`src/rtl/uart_pkg.sv`:
```
// Shared UART receiver types: FSM state encoding, legal prescale values,
// parity-type encoding and small helpers used by uart_rx and its sampler.
package uart_pkg;

    typedef enum logic [2:0] {
        ST_IDLE,
        ST_START,
        ST_DATA,
        ST_PARITY,
        ST_STOP
    } rx_state_e;

    typedef enum logic {
        PAR_EVEN = 1'b0,
        PAR_ODD  = 1'b1
    } par_type_e;

    localparam logic [5:0] PRESCALE_8  = 6'd8;
    localparam logic [5:0] PRESCALE_16 = 6'd16;
    localparam logic [5:0] PRESCALE_32 = 6'd32;

    // Anything outside the legal set falls back to the slowest-to-fastest safe value, 8.
    function automatic logic [5:0] decode_prescale(input logic [5:0] p);
        case (p)
            PRESCALE_16: return PRESCALE_16;
            PRESCALE_32: return PRESCALE_32;
            default:     return PRESCALE_8;
        endcase
    endfunction

    function automatic logic majority3(input logic [2:0] s);
        return (s[0] & s[1]) | (s[0] & s[2]) | (s[1] & s[2]);
    endfunction

endpackage

```
`src/rtl/uart_rx_sampler.sv`:
```
// Per-bit edge counter and 2-of-3 majority vote around the bit centre.
module uart_rx_sampler
    import uart_pkg::*;
(
    input  logic       clk_i,
    input  logic       rst_i,
    input  logic       clear_i,
    input  logic       rx_i,
    input  logic [5:0] prescale_i,
    output logic       bit_o,
    output logic       mid_o,
    output logic       end_o
);

    logic [5:0] cnt_q, cnt_d;
    logic [2:0] smp_q, smp_d;
    logic [5:0] half;

    always_ff @(posedge clk_i or posedge rst_i) begin
        if (rst_i) begin
            cnt_q <= '0;
            smp_q <= '1;
        end else begin
            cnt_q <= cnt_d;
            smp_q <= smp_d;
        end
    end

    // mid_o fires once all three samples are registered, so bit_o is valid then.
    always_comb begin
        half  = prescale_i >> 1;
        end_o = (cnt_q == prescale_i - 6'd1);
        mid_o = (cnt_q == half + 6'd2);
        bit_o = majority3(smp_q);

        if (clear_i || end_o) cnt_d = '0;
        else                  cnt_d = cnt_q + 6'd1;

        smp_d = smp_q;
        if (cnt_q == half - 6'd1) smp_d[0] = rx_i;
        if (cnt_q == half)        smp_d[1] = rx_i;
        if (cnt_q == half + 6'd1) smp_d[2] = rx_i;
    end

endmodule

```
`src/rtl/uart_rx.sv`:
```
// UART receiver: synchronizer, frame FSM, LSB-first shift register and
// parity/stop checking; bit timing comes from uart_rx_sampler.
module uart_rx
    import uart_pkg::*;
#(
    parameter int Width = 8
) (
    input  logic             CLK,
    input  logic             rst,
    input  logic             RX_IN,
    input  logic [5:0]       Prescale,
    input  logic             PAR_EN,
    input  logic             PAR_TYP,
    output logic [Width-1:0] P_data,
    output logic             Data_valid,
    output logic             Par_err,
    output logic             Stop_err
);

    localparam int BitCntW = (Width > 1) ? $clog2(Width) : 1;

    rx_state_e          state_q, state_d;
    logic               sync1_q, sync2_q, prev_q;
    logic [5:0]         presc_q, presc_d;
    logic               par_en_q, par_en_d;
    logic               par_typ_q, par_typ_d;
    logic [Width-1:0]   shreg_q, shreg_d;
    logic [BitCntW-1:0] bit_cnt_q, bit_cnt_d;
    logic               par_flag_q, par_flag_d;
    logic [Width-1:0]   p_data_q, p_data_d;
    logic               dv_q, dv_d;
    logic               pe_q, pe_d;
    logic               se_q, se_d;

    logic rx_s, fall, clear, smp_bit, smp_mid, smp_end, last_bit;

    assign rx_s     = sync2_q;
    assign fall     = prev_q & ~rx_s;
    assign last_bit = (bit_cnt_q == BitCntW'(Width - 1));

    uart_rx_sampler u_sampler (
        .clk_i      (CLK),
        .rst_i      (rst),
        .clear_i    (clear),
        .rx_i       (rx_s),
        .prescale_i (presc_q),
        .bit_o      (smp_bit),
        .mid_o      (smp_mid),
        .end_o      (smp_end)
    );

    always_ff @(posedge CLK or posedge rst) begin
        if (rst) begin
            sync1_q    <= 1'b1;
            sync2_q    <= 1'b1;
            prev_q     <= 1'b1;
            state_q    <= ST_IDLE;
            presc_q    <= PRESCALE_8;
            par_en_q   <= 1'b0;
            par_typ_q  <= PAR_EVEN;
            shreg_q    <= '0;
            bit_cnt_q  <= '0;
            par_flag_q <= 1'b0;
            p_data_q   <= '0;
            dv_q       <= 1'b0;
            pe_q       <= 1'b0;
            se_q       <= 1'b0;
        end else begin
            sync1_q    <= RX_IN;
            sync2_q    <= sync1_q;
            prev_q     <= sync2_q;
            state_q    <= state_d;
            presc_q    <= presc_d;
            par_en_q   <= par_en_d;
            par_typ_q  <= par_typ_d;
            shreg_q    <= shreg_d;
            bit_cnt_q  <= bit_cnt_d;
            par_flag_q <= par_flag_d;
            p_data_q   <= p_data_d;
            dv_q       <= dv_d;
            pe_q       <= pe_d;
            se_q       <= se_d;
        end
    end

    // Next-state logic. START/STOP leave at mid-bit so glitches and back-to-back edges are handled early.
    always_comb begin
        state_d = state_q;
        case (state_q)
            ST_IDLE:   if (fall) state_d = ST_START;
            ST_START: begin
                if (smp_mid && smp_bit) state_d = ST_IDLE;
                else if (smp_end)       state_d = ST_DATA;
            end
            ST_DATA:   if (smp_end && last_bit) state_d = par_en_q ? ST_PARITY : ST_STOP;
            ST_PARITY: if (smp_end) state_d = ST_STOP;
            ST_STOP:   if (smp_mid) state_d = ST_IDLE;
            default:   state_d = ST_IDLE;
        endcase
    end

    always_comb begin
        clear      = (state_q == ST_IDLE);
        presc_d    = presc_q;
        par_en_d   = par_en_q;
        par_typ_d  = par_typ_q;
        shreg_d    = shreg_q;
        bit_cnt_d  = bit_cnt_q;
        par_flag_d = par_flag_q;
        p_data_d   = p_data_q;
        dv_d       = 1'b0;
        pe_d       = 1'b0;
        se_d       = 1'b0;

        case (state_q)
            ST_IDLE: begin
                if (fall) begin
                    presc_d    = decode_prescale(Prescale);
                    par_en_d   = PAR_EN;
                    par_typ_d  = PAR_TYP;
                    bit_cnt_d  = '0;
                    par_flag_d = 1'b0;
                end
            end
            ST_DATA: begin
                if (smp_end) begin
                    shreg_d   = {smp_bit, shreg_q[Width-1:1]};
                    bit_cnt_d = bit_cnt_q + BitCntW'(1);
                end
            end
            ST_PARITY: begin
                if (smp_end) par_flag_d = (smp_bit != (^shreg_q ^ par_typ_q));
            end
            ST_STOP: begin
                if (smp_mid) begin
                    pe_d = par_flag_q;
                    se_d = ~smp_bit;
                    if (!par_flag_q && smp_bit) begin
                        dv_d     = 1'b1;
                        p_data_d = shreg_q;
                    end
                end
            end
            default: ;
        endcase
    end

    assign P_data     = p_data_q;
    assign Data_valid = dv_q;
    assign Par_err    = pe_q;
    assign Stop_err   = se_q;

endmodule

```
`config.mk`:
```
export PLATFORM = sky130hd
export DESIGN_NAME = uart_rx
export DESIGN_NICKNAME = d
export VERILOG_FILES = /design/src/rtl/uart_pkg.sv /design/src/rtl/uart_rx_sampler.sv /design/src/rtl/uart_rx.sv
export SDC_FILE = /design/constraint.sdc
export NUM_CORES = 1
export LEC_CHECK = 0
export CORE_MARGIN = 1.5
export CORE_UTILIZATION = 30
export CTS_BUF_LIST = sky130_fd_sc_hd__clkbuf_2 sky130_fd_sc_hd__clkbuf_4 sky130_fd_sc_hd__clkbuf_8
export CTS_CLUSTER_DIAMETER = 60
export CTS_CLUSTER_SIZE = 20
export DETAILED_ROUTE_END_ITERATION = 10
export GPL_TIMING_DRIVEN = 0
export SLEW_MARGIN = 20
export SYNTH_ARGS = -nofsm -noshare
export SYNTH_HDL_FRONTEND = slang
export SYNTH_SLANG_ARGS = --single-unit
```
`constraint.sdc`:
```
create_clock -name CLK -period 3.1 [get_ports CLK]
set_clock_uncertainty 0.2 [all_clocks]
set_input_delay 0.62 -clock CLK [delete_from_list [all_inputs] [get_ports CLK]]
set_output_delay 0.62 -clock CLK [all_outputs]
set_load 0.01 [all_outputs]
```
==> results.md, run 1 <==
- The run finished with clean final reports.
- After floorplanning, the core was sized to cover 6760 um^2.
- Summing every instance area after synthesis gives approximately 2100 um^2.
- When the netlist entered floorplanning its net count stood at 190.
- The pin count of the biggest net entering global routing is 28.
- Dividing the synthesized area by the synthesized cell count gives 12.2 um^2.
- The power per standard cell area is around 600 nW/um^2.
- Measured along the x axis, the die boundary spans ~86 um.
- The fraction of post-synthesis cell area in the top cell type by area is 0.431.
- The kind of cell adding the most delay to the critical path is simple AND/OR/NAND/NOR gates.
- The number of diodes is 0.
- Along the worst path, the maximum fanout reaches 10.
- Synthesis handed over a netlist of between 150 and 200 instances.
- Counting I/O delays and the setup requirement, the final critical path takes around 2.6 ns.
- Gates resized during post-CTS repair numbered 0.
- The complex-gate fraction of the synthesized area came to 0.0467.
- The transition at the pin with the smallest max-transition slack is around 0.45 ns.
- By area the synthesized netlist is led by dfrtp_1 (43%), mux2_2 (11%), dfstp_2 (8.8%), xor2_1 (5.0%), ha_1 (4.2%).
- The worst hold path stage count is 0.
- The H-tree generated during clock tree synthesis spans 2 levels.
- After clock tree synthesis, the clock-pin slew on the worst setup and hold paths is around 0.08 ns.
- The max-slew headroom at the worst pin is 0.699.
- The global routing met2 resource utilization is 0.158.
- The share of flip-flops with an asynchronous set or reset is 1.00.
- By area, the combinational part of the netlist is dominated by multiplexers.
- The total global-route track usage is 0.106.
- Sorting the synthesized cells by how often they occur yields dfrtp_1 (36), mux2_2 (21), nand2_1 (13).
- Setup repair after global routing left no endpoint under its margin.
- The via count of the first global-routing pass is 1274.
- The Yosys warning count is 0.
- In the final routed layout, each cell accounts on average for around 12 um.
- The sequential cell area in the final layout is ~1100 um^2.
- The number of design rule violations left after detail routing is 0.
- The signal arrival time at the worst endpoint is between 2 and 3 ns.
- The design draws about 1500 uW.
- The share of layout cells above drive strength 1 is 0.223.
- The number of pins with negative max-slew slack in the final report came to 0.
- The area growth from synthesis to layout is 20.0%.
- The initial antenna violation count is 0.
- Setup violations remaining at the end of the flow were counted as 0.
- The worst vdd rail ir drop is between 0.0002 and 0.00025 V.
- Detailed placement ended at an HPWL of between 2000 and 3000 um.
- After global routing the overflow that remains totals 0.
- Dividing the detail-routed via count by the number of cells gives about 4.6.
- The most used flip-flop cell after synthesis is dfrtp_1.
- For the worst-skew pair, the clock arrives at the later sink with an insertion delay of 0.29 ns.
- The sequential-to-total area share from yosys stat is 0.519.
- The depth of the most critical reg-to-reg path is 7.
- The post-synthesis xor/xnor area fraction is 0.110.
- The floorplan step defined a die boundary enclosing around 7500 um^2.
- For this design the static power due to leakage is approximately 0.0012 uW.
- The startpoint type of the worst setup path is a register.
- For the final routed database, the setup TNS stands at 0 ns.
- Buffers placed on the I/O ports in this run total 21.
- The number of synthesized register bits is 43.
- In the final layout, the multi-input gates occupy around 930 um^2.
- The net total in the final layout is between 200 and 250.
- Walking the worst path, the cells encountered are inv_1, ha_1, xor2_1, nand4_2, or3_1, buf_2, mux2_2.
- In this run, the number of DRC markers left after iteration 0 of detailed routing was a little under 80.
- The number of clock buffers added by TritonCTS is 5.
- The placement row count is 30.
- The synthesized design spends more area on one cell type than any other, namely dfrtp_1.
- The count of nets left with antenna violations once routing finished came out at 0.
- The final-report hold violation count is 0.
- The min-delay analysis places its worst path in the category register to register.
- The detailed-routing iteration count for the pre-antenna-repair pass is 4.
- 22 I/O pins were placed.
- Static timing analysis puts the maximum clock frequency at approximately 380 MHz.
- Of the total synthesized cell area, the portion taken by AND, OR, NAND and NOR gates is 0.116.
- The mux contribution to synthesized area is 0.127.
- Counting flops with a built-in enable in the synthesized netlist gives 0.
- The number of buffers and inverters on the critical path is 2.
- In this run the vertical extent of the chip is just under 90 um.
- The tool flagged a number of max-cap violations equal to 0.
- For this design, the slowest cell found on the critical path is dfstp_2.
- The number of distinct standard cells referenced by the synthesized netlist is 39.
- The worst setup path is of the register to register kind.
- The via count is between 1000 and 1500.
- The first global-routing pass estimated between 6000 and 7000 um of wire.
- The number of hold buffers added after cts is 0.
- The initial standard-cell utilization of the core is 0.309.
- Summed over all layers, the routed wires come to about 3500 um.
- The adder-cell area share of the yosys netlist is 0.0467.
- In this design, the stage delay of the slowest critical-path cell is 0.57 ns.
- In this run the deepest clock path goes through 2 buffers.
- The number of stages on the worst setup path is 7.
- The most common cell in the synthesized netlist is dfrtp_1.
- Routability-driven placement finished with a final weighted congestion of approximately 0.75.
- The number of clock sinks is 43.
- The most used routing layer is met2.
- The worst setup path is captured at a register.
- The tree is rooted in a clkbuf_8.
- In the global route stage, met1 resource usage came out at 0.148.
- Once the clock tree was built, the setup fixing pass inserted 0 buffers.
- The met3 global-route usage is 0.0267.
- TritonCTS built the clock tree.
- The ratio of final minimum period to clock period is 0.849.
- Counting the fill cells in the layout gives between 600 and 700.
- The required time at the worst-slack endpoint is a little over 3 ns.
==> routing by layer <==
| layer | wire length (um) | part of all wire | up-vias |
|---|---|---|---|
| li1 | - | - | 649 |
| met1 | 1710 | 0.49 | 636 |
| met2 | 1640 | 0.47 | 17 |
| met3 | 106 | 0.030 | 7 |
| met4 | 60 | 0.017 | 0 |
| met5 | 0 | 0 | - |
==> worst reg2reg max path, cell delays in order, from the launching register on <==
cell,delay [ns]
dfstp_2,0.57
inv_1,0.07
ha_1,0.32
xor2_1,0.23
nand4_2,0.22
or3_1,0.38
buf_2,0.22
mux2_2,0.30
==> power by group <==
group | total [uW] | leakage, uW | switching (uW) | internal (uW)
sequential | 728 | 0.000564 | 73.5 | 655
clock | 353 | 0.0000446 | 187 | 166
combinational | 416 | 0.000564 | 215 | 201
==> layout by cell type, fill, tap and decap left out, types with 2 or more instances in the layout <==
| master | count |
|---|---|
| a21oi_1 | 4 |
| and2_1 | 2 |
| clkbuf_8 | 5 |
| clkdlybuf4s50_1 | 21 |
| dfrtp_1 | 36 |
| dfstp_2 | 7 |
| ha_1 | 7 |
| inv_1 | 11 |
| mux2_2 | 21 |
| mux2i_1 | 3 |
| nand2_1 | 13 |
| nand2b_1 | 2 |
| nand3_1 | 2 |
| nor2_1 | 9 |
| nor3_1 | 6 |
| o41ai_1 | 3 |
| xnor2_1 | 9 |
| xnor3_1 | 2 |
| xor2_1 | 12 |
==> sequential cells by signal, summed over array words and instances (netlist names) <==
register and cells:
rx_s 1, par_typ_q 1, P_data 8, u_sampler.smp_q 3, Data_valid 1, state_q 3
presc_q 3, Par_err 1, sync1_q 1, Stop_err 1, bit_cnt_q 3, par_en_q 1
par_flag_q 1, prev_q 1, shreg_q 8, u_sampler.cnt_q 6
==> through the flow <==
stage	utilization	area [um^2]	hold WS, ns	std cells	setup WS [ns]
floorplan	-	2090	0.145	172	0.667
global placement	0.355	2400	0.146	273	0.362
detailed placement	0.358	2420	0.147	274	0.466
CTS	0.371	2510	0.158	282	0.453
global route	0.371	2510	0.161	282	0.363
finish	0.371	2510	0.158	282	0.468
==> logic make-up after synthesis <==
group	count (synthesis)
simple gates	45
flops	43
mux	24
xor+xnor	23
buf+inv	16
compound gates	13
fa+ha+maj	8
==> area by class of cell <==
cell class              instances  area share
plain buffers                   4      0.0110
clock buffers                   6      0.0304
clock inverters                 2     0.00499
inverters                      12      0.0179
multi-input cells             113       0.372
flip-flops and latches         43       0.432
well taps                      80      0.0399
repair buffers                 22      0.0917
==> final timing paths <==
| check | from | end | slack [ns] |
|---|---|---|---|
| max | presc_q[3] | shreg_q[0] | 0.47 |
| min | sync1_q | rx_s | 0.16 |
| max reg2reg | presc_q[3] | shreg_q[0] | 0.47 |
| min reg2reg | sync1_q | rx_s | 0.16 |
| max in group asynchronous | rst | u_sampler.cnt_q[4] | 1.83 |
| min in group asynchronous | rst | P_data[6] | 0.41 |
(Power assumes the default switching activity.)
==> run 2, diff against run 1 <==
==> constraint.sdc (replaced) <==
create_clock -name CLK -period 2.3 [get_ports CLK]
set_clock_uncertainty 0.2 [all_clocks]
set_input_delay 0.46 -clock CLK [delete_from_list [all_inputs] [get_ports CLK]]
set_output_delay 0.46 -clock CLK [all_outputs]
set_load 0.01 [all_outputs]
==> run 2 against run 1 <==
Effect of this change:
- clock power up 51%
- worst setup slack worse by 0.43 ns
- sequential power increased by 35%
- die area stayed put
- critical path depth unchanged
- worst hold slack better by 0.0010 ns
- flip-flop and latch count unchanged
- global-route usage up 1.1 points
- cell count is 1.8% higher
==> results.md, run 2 (same netlist as run 1, synthesis figures left out) <==
- Result of the run: complete, no violations (unchanged).
- The max-slew headroom at the worst pin came to 0.690 (was 0.699).
- The overall die area is 7480 um^2 (unchanged).
- The final instance area came to 2650 um^2 (was 2510 um^2).
- The power per standard cell area is 814 nW/um^2 (was 597 nW/um^2).
- The area of placed instances is 2450 um^2 (was 2420 um^2).
- The worst vdd rail ir drop is 0.000372 V (was 0.000211 V).
- The startpoint type of the worst setup path was a register (unchanged).
- The number of hold buffers added after cts is 0 (unchanged).
- The final-report hold violation count is 0 (unchanged).
- The terminating pin of the worst hold path was rx_s (unchanged).
- The net total in the final layout was 224 (was 219).
- The overall routed net length is 3840 um (was 3510 um).
- The switching component of the power came to 697 uW (was 475 uW).
- The reg-to-reg critical path endpoint is P_data[5] (was shreg_q[0]).
- The number of buffers and inverters on the critical path was 2 (unchanged).
- The required time at the worst-slack endpoint came to 2.28 ns (was 3.08 ns).
- The worst flop-to-flop path startpoint is u_sampler.cnt_q[0] (was presc_q[3]).
- The initial standard-cell utilization of the core is 0.309 (unchanged).
- The placeable core region was 6760 um^2 (unchanged).
- The worst hold path stage count came to 0 (unchanged).
- The internal power contribution is 1460 uW (was 1020 uW).
- The detailed-routing iteration count for the pre-antenna-repair pass came to 4 (unchanged).
- The via count is 1330 (was 1309).
- The initial antenna violation count is 0 (unchanged).
- The signal arrival time at the worst endpoint was 2.25 ns (was 2.61 ns).
- The number of diodes came to 0 (unchanged).
- The kind of cell adding the most delay to the critical path is simple AND/OR/NAND/NOR gates (unchanged).
- The ratio of final minimum period to clock period is 0.986 (was 0.849).
- The number of pins with negative max-slew slack in the final report is 0 (unchanged).
- The die outline width is 86.5 um (unchanged).
- The worst-path maximum fanout is 9 (was 10).
- The clock slew seen by the registers of the worst setup and hold paths was 0.08 ns (about the same).
- The maximum root-to-sink buffer count is 2 (unchanged).
- The CTS root buffer is clkbuf_8 (unchanged).
- The kind of critical path is register to register (unchanged).
- The clock network power share was 0.247 (was 0.236).
- The number of maximum-capacitance violations is 0 (unchanged).
- The longest individual stage delay on the worst path is 0.46 ns (was 0.57 ns).
- The fraction of power spent switching nets is 0.323 (was 0.317).
- The clock period minus worst slack is 2.27 ns (was 2.63 ns).
- The global-route wire length before repair was 6710 um (was 6200 um).
- The total I/O pin count is 22 (unchanged).
- The type of the tightest min-delay check is register to register (unchanged).
- The number of buffer cells added on primary ports came to 21 (unchanged).
- The TritonCTS clock tree is done (unchanged).
- The placement row count was 30 (unchanged).
- The via count of the first global-routing pass was 1392 (was 1274).
- The area growth from synthesis to layout was 26.8% (was 20.0%).
- The total global-route track usage is 0.117 (was 0.106).
- The worst hold path startpoint is sync1_q (unchanged).
- The total congestion overflow after global routing was 0 (unchanged).
- The number of nets with antenna violations after routing is 0 (unchanged).
- Unrepaired setup endpoints after global routing: true (was false).
- The static leakage is 0.00121 uW (was 0.00117 uW).
- The half-perimeter wire length after placement was 2700 um (was 2670 um).
- The share of layout cells above drive strength 1 was 0.275 (was 0.223).
- Most frequent cells in the layout: dfrtp_1 (36), clkdlybuf4s50_1 (21), mux2_2 (20), nand2_1 (13), xor2_1 (10) (was dfrtp_1 (36), mux2_2 (21), clkdlybuf4s50_1 (21), nand2_1 (13), xor2_1 (12)).
- The maximum clock rate is 441 MHz (was 380 MHz).
- The logic gate share of total power is 0.296 (was 0.278).
- The average detailed-routed wire length per instance came to 13.4 um (was 12.5 um).
- The critical path's slowest cell is or4_4 (was dfstp_2).
- The transition at the pin with the smallest max-transition slack was 0.461 ns (was 0.447 ns).
- The part of the total power dissipated in sequential elements is 0.456 (was 0.486).
- The number of clock sinks came to 43 (unchanged).
- The worst setup slack for register-to-register paths is 0.03 ns (was 0.47 ns).
- The most frequent standard cell in the layout excluding fill and tap cells is dfrtp_1 (unchanged).
- The number of CTS-inserted buffers is 5 (unchanged).
- The pin count of the biggest net entering global routing is 27 (was 28).
- The smallest hold slack is 0.159 ns (was 0.158 ns).
- The number of design rule violations left after detail routing is 0 (unchanged).
- The total setup violations reported at the end of the flow is 0 (unchanged).
- The DRC marker count from the first detailed-route iteration is 77 (unchanged).
- The height of the chip is 86.5 um (unchanged).
- Critical Path, Cell by Cell: inv_2, ha_4, or2b_1, or4_4, nor3_4, buf_12, mux2_2 (was inv_1, ha_1, xor2_1, nand4_2, or3_1, buf_2, mux2_2).
- The critical path capture point type is a register (unchanged).
- The source-to-sink clock delay at the later pin of the worst-skew pair is 0.30 ns (was 0.29 ns).
- The depth of the most critical reg-to-reg path was 7 (unchanged).
- The vias per cell is 4.63 (was 4.64).
- The level count of the clock H-tree was 2 (unchanged).
- The placer congestion estimate is 0.784 (was 0.746).
## run 2: cell types whose count changed in the layout (fill, tap and decap cells not counted), moves of 2 or more
cell	delta
xor2_1	-2
buf_4	+4
ha_1	-2
inv_2	+2
inv_1	-2
clkbuf_8	+2
or3_4	+2
ha_4	+2
## run 2: cell type report
| type | instances | area (um^2) |
|---|---|---|
| fill | 651 | 4110 |
| sequential | 43 | 1080 |
| multi-input combinational | 114 | 1010 |
| timing repair buffer | 27 | 280 |
| tap | 80 | 100 |
| clock buffer | 7 | 96.3 |
| inverter | 12 | 45.0 |
| buffer | 3 | 22.5 |
| clock inverter | 1 | 7.51 |
## run 2: repair_timing
item | CTS | global route
cloned | 0 | 1
setup endpoints to repair | 19 | 16
resized for setup | 2 | 6
buffers inserted | 4 | 1
pin swaps | 3 | 2
## run 2: worst register-to-register path, stage by stage (launching register included)
cell and delay [ns]:
dfrtp_1 0.41, inv_2 0.09, ha_4 0.14, or2b_1 0.21, or4_4 0.46, nor3_4 0.17, buf_12 0.15, mux2_2 0.33
## run 2: stage by stage
stage / std cells / setup WS, ns / TNS (ns) / total power [uW] / util
after global placement: 273 / -0.279 / -12.43 / 1560 / 0.360
after CTS: 285 / -0.0467 / -0.228 / 2160 / 0.386
after detailed placement: 274 / -0.203 / -2.65 / 1590 / 0.363
after floorplan: 172 / -0.0223 / -0.156 / 1430 / -
final: 287 / 0.0328 / 0 / 2160 / 0.392
after global routing: 287 / -0.0413 / -0.234 / 2320 / 0.392
## run 2: metal layers
| layer | vias to the layer above | part of all wire | track usage |
|---|---|---|---|
| met5 | - | 0 | 0 |
| met4 | 0 | 0.017 | 0.0396 |
| met3 | 6 | 0.039 | 0.0381 |
| met2 | 24 | 0.44 | 0.175 |
| met1 | 643 | 0.50 | 0.160 |
| li1 | 657 | - | - |
## run 2: power by group through the flow
| stage | clock network (uW) | registers, uW | logic [uW] |
|---|---|---|---|
| floorplan | 0 | 972 | 463 |
| global placement | 0 | 995 | 569 |
| detailed placement | 0 | 998 | 593 |
| CTS | 553 | 974 | 634 |
| global route | 589 | 1010 | 722 |
| finish | 534 | 984 | 640 |
## run 2: how the worst max path moves through the flow
| stage | slack, ns | depth (start not counted) | start | endpoint |
|---|---|---|---|---|
| 4_1_cts | -0.05 | 7 | u_sampler.cnt_q[0] | P_data[6] |
| 3_5_place_dp | -0.20 | 6 | u_sampler.cnt_q[0] | P_data[6] |
| 5_1_grt | -0.04 | 7 | u_sampler.cnt_q[0] | P_data[7] |
| 6_report | 0.03 | 7 | u_sampler.cnt_q[0] | P_data[5] |
| 2_1_floorplan | -0.02 | 7 | presc_q[3] | shreg_q[0] |
| 3_3_place_gp | -0.28 | 2 | rst | bit_cnt_q[0] |
==> run 3, diff against run 2 <==
--- a/config.mk
+++ b/config.mk
@@ -12,7 +12,7 @@
 export CTS_CLUSTER_SIZE = 20
 export DETAILED_ROUTE_END_ITERATION = 10
 export GPL_TIMING_DRIVEN = 0
-export SLEW_MARGIN = 20
+export SLEW_MARGIN = 10
 export SYNTH_ARGS = -nofsm -noshare
 export SYNTH_HDL_FRONTEND = slang
 export SYNTH_SLANG_ARGS = --single-unit
==> results of run 3 <==
No change in the layout: final DEF, timing and power equal those of run 2.
